## src/rtl/baud_tick_gen.sv

```systemverilog
// Fractional baud-rate generator. It produces an oversample tick (os_tick), a per-bit
// tick (bit_tick) and a registered bit-rate square wave (out_clk) from in_clk.
// The divisor is div_int + div_frac/2^FRAC_W in_clk cycles per os_tick. A fractional
// accumulator inserts one extra cycle into a period whenever it carries.
// Optional feature: define BAUD_TICK_GEN_MIDTICK_EN to add mid_tick, a bit-centre strobe.

module baud_tick_gen #(
  parameter int unsigned F_IN       = 50_000_000,
  parameter int unsigned F_OUT      = 9600,
  parameter int unsigned OVERSAMPLE = 16,
  parameter int unsigned DIV_W      = 16,
  parameter int unsigned FRAC_W     = 4
) (
  input  logic              in_clk,
  input  logic              nrst,
  input  logic              en,
  input  logic              resync,
  input  logic              div_load,
  input  logic [DIV_W-1:0]  div_int,
  input  logic [FRAC_W-1:0] div_frac,
  output logic              os_tick,
  output logic              bit_tick,
  output logic              out_clk
`ifdef BAUD_TICK_GEN_MIDTICK_EN
  ,
  output logic              mid_tick
`endif
);

  localparam int unsigned OS_W = $clog2(OVERSAMPLE);
  // Rounded fixed-point default divisor. With the default parameters it is 5208 (325 + 8/16).
  localparam longint unsigned DefNum = longint'(F_IN) * (longint'(1) << FRAC_W);
  localparam longint unsigned DefDen = longint'(F_OUT) * longint'(OVERSAMPLE);
  localparam longint unsigned DefDiv = (2 * DefNum + DefDen) / (2 * DefDen);
  localparam logic [DIV_W-1:0]  DefInt  = DIV_W'(DefDiv >> FRAC_W);
  localparam logic [FRAC_W-1:0] DefFrac = FRAC_W'(DefDiv);

  localparam logic [OS_W-1:0] OsLast = OS_W'(OVERSAMPLE - 1);
  localparam logic [OS_W-1:0] OsHalf = OS_W'(OVERSAMPLE / 2);

  logic [DIV_W:0]    cnt_q, cnt_d;
  logic [OS_W-1:0]   os_cnt_q, os_cnt_d;
  logic [FRAC_W-1:0] acc_q, acc_d;
  logic              carry_q, carry_d;
  logic [DIV_W-1:0]  act_int_q, act_int_d, shd_int_q, shd_int_d;
  logic [FRAC_W-1:0] act_frac_q, act_frac_d, shd_frac_q, shd_frac_d;
  logic              os_tick_q, os_tick_d;
  logic              bit_tick_q, bit_tick_d;
  logic              out_clk_q, out_clk_d;
  logic              mid_tick_q, mid_tick_d;

  logic [DIV_W-1:0]  eff_int;
  logic [DIV_W:0]    period_m1;
  logic              fire;

  // Next-state: divisor shadowing, period counter, fractional accumulator and tick outputs.
  always_comb begin
    shd_int_d  = div_load ? div_int  : shd_int_q;
    shd_frac_d = div_load ? div_frac : shd_frac_q;
    act_int_d  = act_int_q;
    act_frac_d = act_frac_q;
    cnt_d      = cnt_q;
    os_cnt_d   = os_cnt_q;
    acc_d      = acc_q;
    carry_d    = carry_q;
    out_clk_d  = out_clk_q;
    os_tick_d  = 1'b0;
    bit_tick_d = 1'b0;
    mid_tick_d = 1'b0;

    eff_int   = (act_int_q < DIV_W'(2)) ? DIV_W'(2) : act_int_q;
    period_m1 = {1'b0, eff_int} + {{DIV_W{1'b0}}, carry_q} - {{DIV_W{1'b0}}, 1'b1};
    // Use >= so that a divisor shrunk while paused cannot strand the counter past its end.
    fire      = en && !resync && (cnt_q >= period_m1);

    if (resync) begin
      cnt_d      = '0;
      os_cnt_d   = '0;
      acc_d      = '0;
      carry_d    = 1'b0;
      out_clk_d  = 1'b0;
      act_int_d  = shd_int_d;
      act_frac_d = shd_frac_d;
    end else if (en) begin
      if (fire) begin
        // Period boundary: adopt the shadow divisor and set up the next period's carry.
        cnt_d              = '0;
        act_int_d          = shd_int_d;
        act_frac_d         = shd_frac_d;
        {carry_d, acc_d}   = {1'b0, acc_q} + {1'b0, shd_frac_d};
        os_cnt_d           = os_cnt_q + OS_W'(1);
        os_tick_d          = 1'b1;
        bit_tick_d         = (os_cnt_q == OsLast);
        mid_tick_d         = (os_cnt_q == OsHalf - OS_W'(1));
        out_clk_d          = (os_cnt_d >= OsHalf);
      end else begin
        cnt_d = cnt_q + {{DIV_W{1'b0}}, 1'b1};
      end
    end else begin
      // Paused: no period is running, so a new divisor can take effect at once.
      act_int_d  = shd_int_d;
      act_frac_d = shd_frac_d;
    end
  end

  // State registers with asynchronous active-low reset.
  always_ff @(posedge in_clk or negedge nrst) begin
    if (!nrst) begin
      cnt_q      <= '0;
      os_cnt_q   <= '0;
      acc_q      <= '0;
      carry_q    <= 1'b0;
      act_int_q  <= DefInt;
      act_frac_q <= DefFrac;
      shd_int_q  <= DefInt;
      shd_frac_q <= DefFrac;
      os_tick_q  <= 1'b0;
      bit_tick_q <= 1'b0;
      out_clk_q  <= 1'b0;
      mid_tick_q <= 1'b0;
    end else begin
      cnt_q      <= cnt_d;
      os_cnt_q   <= os_cnt_d;
      acc_q      <= acc_d;
      carry_q    <= carry_d;
      act_int_q  <= act_int_d;
      act_frac_q <= act_frac_d;
      shd_int_q  <= shd_int_d;
      shd_frac_q <= shd_frac_d;
      os_tick_q  <= os_tick_d;
      bit_tick_q <= bit_tick_d;
      out_clk_q  <= out_clk_d;
      mid_tick_q <= mid_tick_d;
    end
  end

  assign os_tick  = os_tick_q;
  assign bit_tick = bit_tick_q;
  assign out_clk  = out_clk_q;

`ifdef BAUD_TICK_GEN_MIDTICK_EN
  assign mid_tick = mid_tick_q;
`else
  // mid_tick_q is left unconnected when the bit-centre strobe is not built.
`endif

endmodule

```

## config.mk

```make
export PLATFORM = sky130hd
export DESIGN_NAME = baud_tick_gen
export DESIGN_NICKNAME = d
export VERILOG_FILES = /design/src/rtl/baud_tick_gen.sv
export SDC_FILE = /design/constraint.sdc
export NUM_CORES = 1
export LEC_CHECK = 0
export ABC_AREA = 1
export BUFFER_PORTS_ARGS = -buffer_cell sky130_fd_sc_hd__buf_2
export CAP_MARGIN = 0
export CORE_MARGIN = 5
export CORE_UTILIZATION = 60
export CTS_CLUSTER_SIZE = 25
export DETAILED_ROUTE_END_ITERATION = 16
export PLACE_DENSITY = 0.81
export SYNTH_ARGS = -nofsm -noshare
export SYNTH_HDL_FRONTEND = slang
export SYNTH_SLANG_ARGS = --single-unit
```

## constraint.sdc

```tcl
create_clock -name in_clk -period 3.6 [get_ports in_clk]
set_input_delay 0.18 -clock in_clk [delete_from_list [all_inputs] [get_ports in_clk]]
set_output_delay 0.18 -clock in_clk [all_outputs]
set_load 0.02 [all_outputs]
```

# Word level (Yosys, flattened, before mapping)
# Cells that the tools add are included.
# word_totals
elab_cells	53
output_inout_bits	3
in_bits	25
regBits	65
# op_classes
add_sub_neg	5
mux	27
order_cmp	3
n_eq_ne	2
reduce_logical	6
# ops
operator	count
$mux W16	5
$mux W17	3
$mux W4	7
$add A16 B1 Y17	1
$add A17 B1 Y17 const B	1
$ge A17 B17 Y1	1
$sub A17 B1 Y17 const B	1
$lt A16 B2 Y1 const B	1
$mux W1	12
$add A4 B4 Y5	1
$add A4 B1 Y4 const B	1
$eq A4 B4 Y1 const B	1
$ge A4 B4 Y1 const B	1
$reduce_bool A2 Y1	2
$ne A3 B1 Y1 const B	1
$logic_and A1 B1 Y1	2
$reduce_and A2 Y1	1
$logic_not A1 Y1	1

# Logic depth before layout (Yosys ltp)
# depth
depth_word	9
ltp_mapped	25
mapped_depth_nobuf	25

# Least setup slack after synthesis
# No wires, ideal clock.
# synth_timing
kind	reg-to-reg
startpoint	reg act_int_q[3]
endpoint	reg carry_q
arrival_time_ns	2.804
setup_ns	0.121
stages_incl_launch_ff	24
t_required_ns	3.479
period_less_slack_ns	2.925
path_slack_ns	0.675
path_buffers	1
cell_sequence	dfrtp_1 -> nor2_1 -> nand2_1 -> nor2_1 -> nand2_2 -> nand2_1 -> ha_1 -> ha_1 -> nand2_1 -> inv_1 -> nand3_1 -> nor3_2 -> nand3_1 -> ha_1 -> nand2_1 -> nor2_2 -> nand2_1 -> nor2_2 -> nor2_4 -> nand2_4 -> nand2_4 -> buf_6 -> nand3_1 -> nand2_1
# synth_via
elab_chain_cells	8
# synth_rtl
item	line_no	rtl
start, declared	45	logic [DIV_W-1:0] act_int_q, act_int_d, shd_int_q, shd_int_d;
start signal, assigned	113	act_int_q <= DefInt;
start signal, assigned	126	act_int_q <= act_int_d;
$lt A16 B2 Y1	71	eff_int = (act_int_q < DIV_W'(2)) ? DIV_W'(2) : act_int_q;
$mux W16 *	71	
$add A16 B1 Y17 *	72	period_m1 = {1'b0, eff_int} + {{DIV_W{1'b0}}, carry_q} - {{DIV_W{1'b0}}, 1'b1};
$sub A17 B1 Y17 *	72	
$ge A17 B17 Y1 *	74	fire = en && !resync && (cnt_q >= period_m1);
$logic_and A1 B1 Y1 *	74	
$reduce_bool A2 Y1 (no source line) *	--	
$reduce_and A2 Y1 (no source line) *	--	
end signal, assigned	125	carry_q <= carry_d;
end, declared	44	logic carry_q, carry_d;
# Every way passes the cells marked *; elsewhere a longest branch is shown, timed or not.
# A chain may end at the register's enable or synchronous reset.

# Final worst setup path
# layout_timing
startpoint	reg act_int_q[5]
endpoint	reg act_int_q[12]
# layout_via
elab_chain_cells	7
# layout_rtl
item	line_no
$lt A16 B2 Y1	71
$mux W16 *	71
$add A16 B1 Y17 *	72
$sub A17 B1 Y17 *	72
$ge A17 B17 Y1 *	74
$logic_and A1 B1 Y1 *	74
$ne A3 B1 Y1 (no source line) *	--
# Marks and branches as above.

==> metrics.txt <==
outcome=finished clean; clock latency on the worst-skew pair=350 ps; clk_skew=9.334 ps; peak supply drop=0.3484 mV; Final setup viols=0; clock sink count=65; Netlist cell types=35; Synth Cell Area=3852 µm²; final net count=536; ANT nets after route=0; Worst slew margin=46.64%; CTS H-Tree Depth=3; Core Region=6314 µm²; worst-path cell chain=nor2_1, nand2_1, nor2_1, nand2_2, nand2_1, ha_1, nor3b_2, nand4_1, nor2_2, nand2_1, o21ai_1, ha_1, nand2_1, a21oi_1, nor2_1, nand2_2, nor2_4, nand3_4, buf_8, nand2_1, o21ai_2; PortBufs=27; Top FF cell, synth=dfrtp_1; leakage power=2.224 nW; Initial Utilization=61.02%; sequential share of the synthesized area=42.51%; area post-placement=4035 µm²; antenna violations before repair=0; first drt pass iteration count=4; Worst Setup SP=act_int_q[5]; Worst EP required=3840 ps; Synth area leader=dfrtp_1; slew of the pin with the lowest slew margin=800.3 ps; syn_nets=493; clock root buffer=clkbuf_8; share of synthesized registers carrying an async set or reset=100.0%; layout cells sized above 1=24.49%; Via Count=2977; WL per Instance=13.86 µm; reg-to-reg critical path endpoint=act_int_q[12]; Syn Inst Count=442; DR DRC count=0; clk slew on worst S/H paths=70 ps; WS Path Type=flip-flop to flip-flop; Worst path most repeated cell=nand2_1; cell family with most CP delay=simple AND/OR/NAND/NOR gates; Starting DRT DRC Count=129; PD cells=432.5 nW/µm²; Worst EP arrival=3590 ps; placed insts=541; clock buffer depth=2; max_cap viols=0; dpl hpwl=5687 µm; Min-Delay Path Class=primary input to flip-flop; minimum clock period=3349 ps; DIE WIDTH=90.13 µm; io pins=28; first-pass GRT wire length=13630 µm; r2r worst-path depth=21; Post-synth EDFFs=0; Final Cycle Share=93.03%; WP buf/inv=1; count leader, synth=nand2_1; CTS tree=done; Startpoint Class=flip-flop; CP Capture Type=flip-flop; hold wc startpoint=div_int[15]; Tot GR Track Use=20.46%; top cells by count, synth=117 x nand2_1, 56 x dfrtp_1, 52 x inv_1, 41 x nor2_1, 25 x ha_1; row count=29; vias in the first global route=3056; reg2reg setup slack=250 ps; Slew Limit Fails=0; largest net degree at the start of global routing=38; Largest stage delay, worst path=420 ps; Yosys warnings=0; Fin Setup TNS=0 ps; Syn-to-layout area delta=14.81%; final hold violations=0; CTS Buf Count=9; Die ar.=8123 µm²; share of the synthesized area in the top cell type=36.38%; Mean Syn Cell Area=8.716 µm²; Synth area leaders=dfrtp_1 36%, nand2_1 11%, ha_1 8.1%, dfstp_2 6.1%, mux2_2 5.8%; DR vias/cell=5.250; Crit-path slowest cell=dfrtp_1; Critical path destination=act_int_q[12]; grt ovf=0; Routed WL=7859 µm; routability cong.=0.8727; CP Depth=21; final std cells w/o fill=567; FF-to-FF Start=act_int_q[5]; design area=4423 µm²; number of synthesized register bits=65; fmax=298.6 MHz; die height=90.13 µm; Antenna Cells=0; CP max FO=27
==> worst min path at each step <==
| stage | end | slack [ps] | cells after the start |
|---|---|---|---|
| global route | shd_int_q[6] | 70 | 2 |
| floorplan | acc_q[0] | -120 | 0 |
| global placement | shd_int_q[13] | 300 | 1 |
| CTS | shd_int_q[0] | 70 | 2 |
| detailed placement | shd_int_q[13] | 310 | 1 |
| finish | shd_int_q[15] | 80 | 2 |
==> layout make-up <==
| type | count | area (µm²) |
|---|---|---|
| Tap cell | 77 | 96.34 |
| Inverter | 54 | 202.7 |
| Sequential cell | 65 | 1638 |
| Timing Repair Buffer | 40 | 250.2 |
| Fill cell | 510 | 1891 |
| Clock inverter | 7 | 125.1 |
| Multi-Input combinational cell | 315 | 1987 |
| Clock buffer | 9 | 123.9 |
==> layer usage <==
metal	part of all wire, %	vias up	global-route usage, %
li1	-	1511	-
met2	50	54	33.96
met5	0	-	0
met1	44	1403	25.95
met4	1.3	0	6.452
met3	4.2	9	5.593
==> power by group <==
group / total (W) / internal (W) / switching [W]
Clock: 0.000766 / 0.000467 / 0.000300
Sequential: 0.000834 / 0.000793 / 0.0000409
Combinational: 0.000313 / 0.000131 / 0.000182
==> state kept, by name, indices dropped and copies added, names as in the netlist <==
name,flops
out_clk,1
shd_int_q,16
shd_frac_q,4
cnt_q,17
carry_q,1
acc_q,4
os_cnt_q,4
bit_tick,1
os_tick,1
act_int_q,16
==> stage by stage <==
| step | util [%] | hold WS [ps] | power (W) | setup WS (ps) |
|---|---|---|---|---|
| final | 70.06 | 82.53 | 0.001913 | 251.0 |
| after global routing | 70.06 | 65.85 | 0.002018 | -15.78 |
| after CTS | 68.01 | 68.41 | 0.001899 | 105.8 |
| after detailed placement | 63.91 | 310.3 | 0.001127 | 119.8 |
| after global placement | 63.91 | 298.3 | 0.001115 | 247.4 |
| after floorplan | - | -115.6 | 0.001045 | 674.5 |
==> cell usage in the layout (no fill, tap or decap), types with 2 or more instances in the layout <==
master / instances
buf_2: 27
ha_1: 24
nand2_2: 3
dfstp_2: 9
nand2_1: 115
o21ai_0: 4
xnor2_1: 2
nand3_1: 24
inv_1: 52
o21ai_1: 2
clkbuf_8: 9
o21ai_2: 13
o22ai_1: 8
a21o_1: 2
mux2_2: 20
buf_8: 2
bufinv_16: 3
nor2_2: 8
nor2_4: 3
clkinv_4: 2
xor2_1: 22
dfrtp_1: 56
buf_4: 10
nor3_1: 2
inv_6: 2
nor2_1: 37
a21oi_1: 5
nand4_1: 9
==> worst reg2reg max path, stage by stage, from the launching register on <==
cell and delay (ps):
dfrtp_1 420, nor2_1 160, nand2_1 90, nor2_1 120, nand2_2 100, nand2_1 70, ha_1 190, nor3b_2 210
nand4_1 200, nor2_2 200, nand2_1 70, o21ai_1 170, ha_1 260, nand2_1 90, a21oi_1 50, nor2_1 110
nand2_2 100, nor2_4 170, nand3_4 110, buf_8 200, nand2_1 100, o21ai_2 50
==> logic make-up after synthesis <==
kind of cell    Yosys count  synth area share (%)
buf+inv                  62                 7.112
mux                      20                 5.846
simple gates            208                 23.61
xor+xnor                 24                 5.456
fa+ha+maj                26                 8.639
compound gates           37                 6.820
flops                    65                 42.51
==> what timing repair did <==
action,4_1_cts,5_1_grt
endpoints found under the setup margin,0,45
buffers inserted,0,9
endpoints found under the hold margin,27,0
gates resized for setup,0,15
hold buffers,1,0
Note: power is estimated with default switching activity, not from simulation.
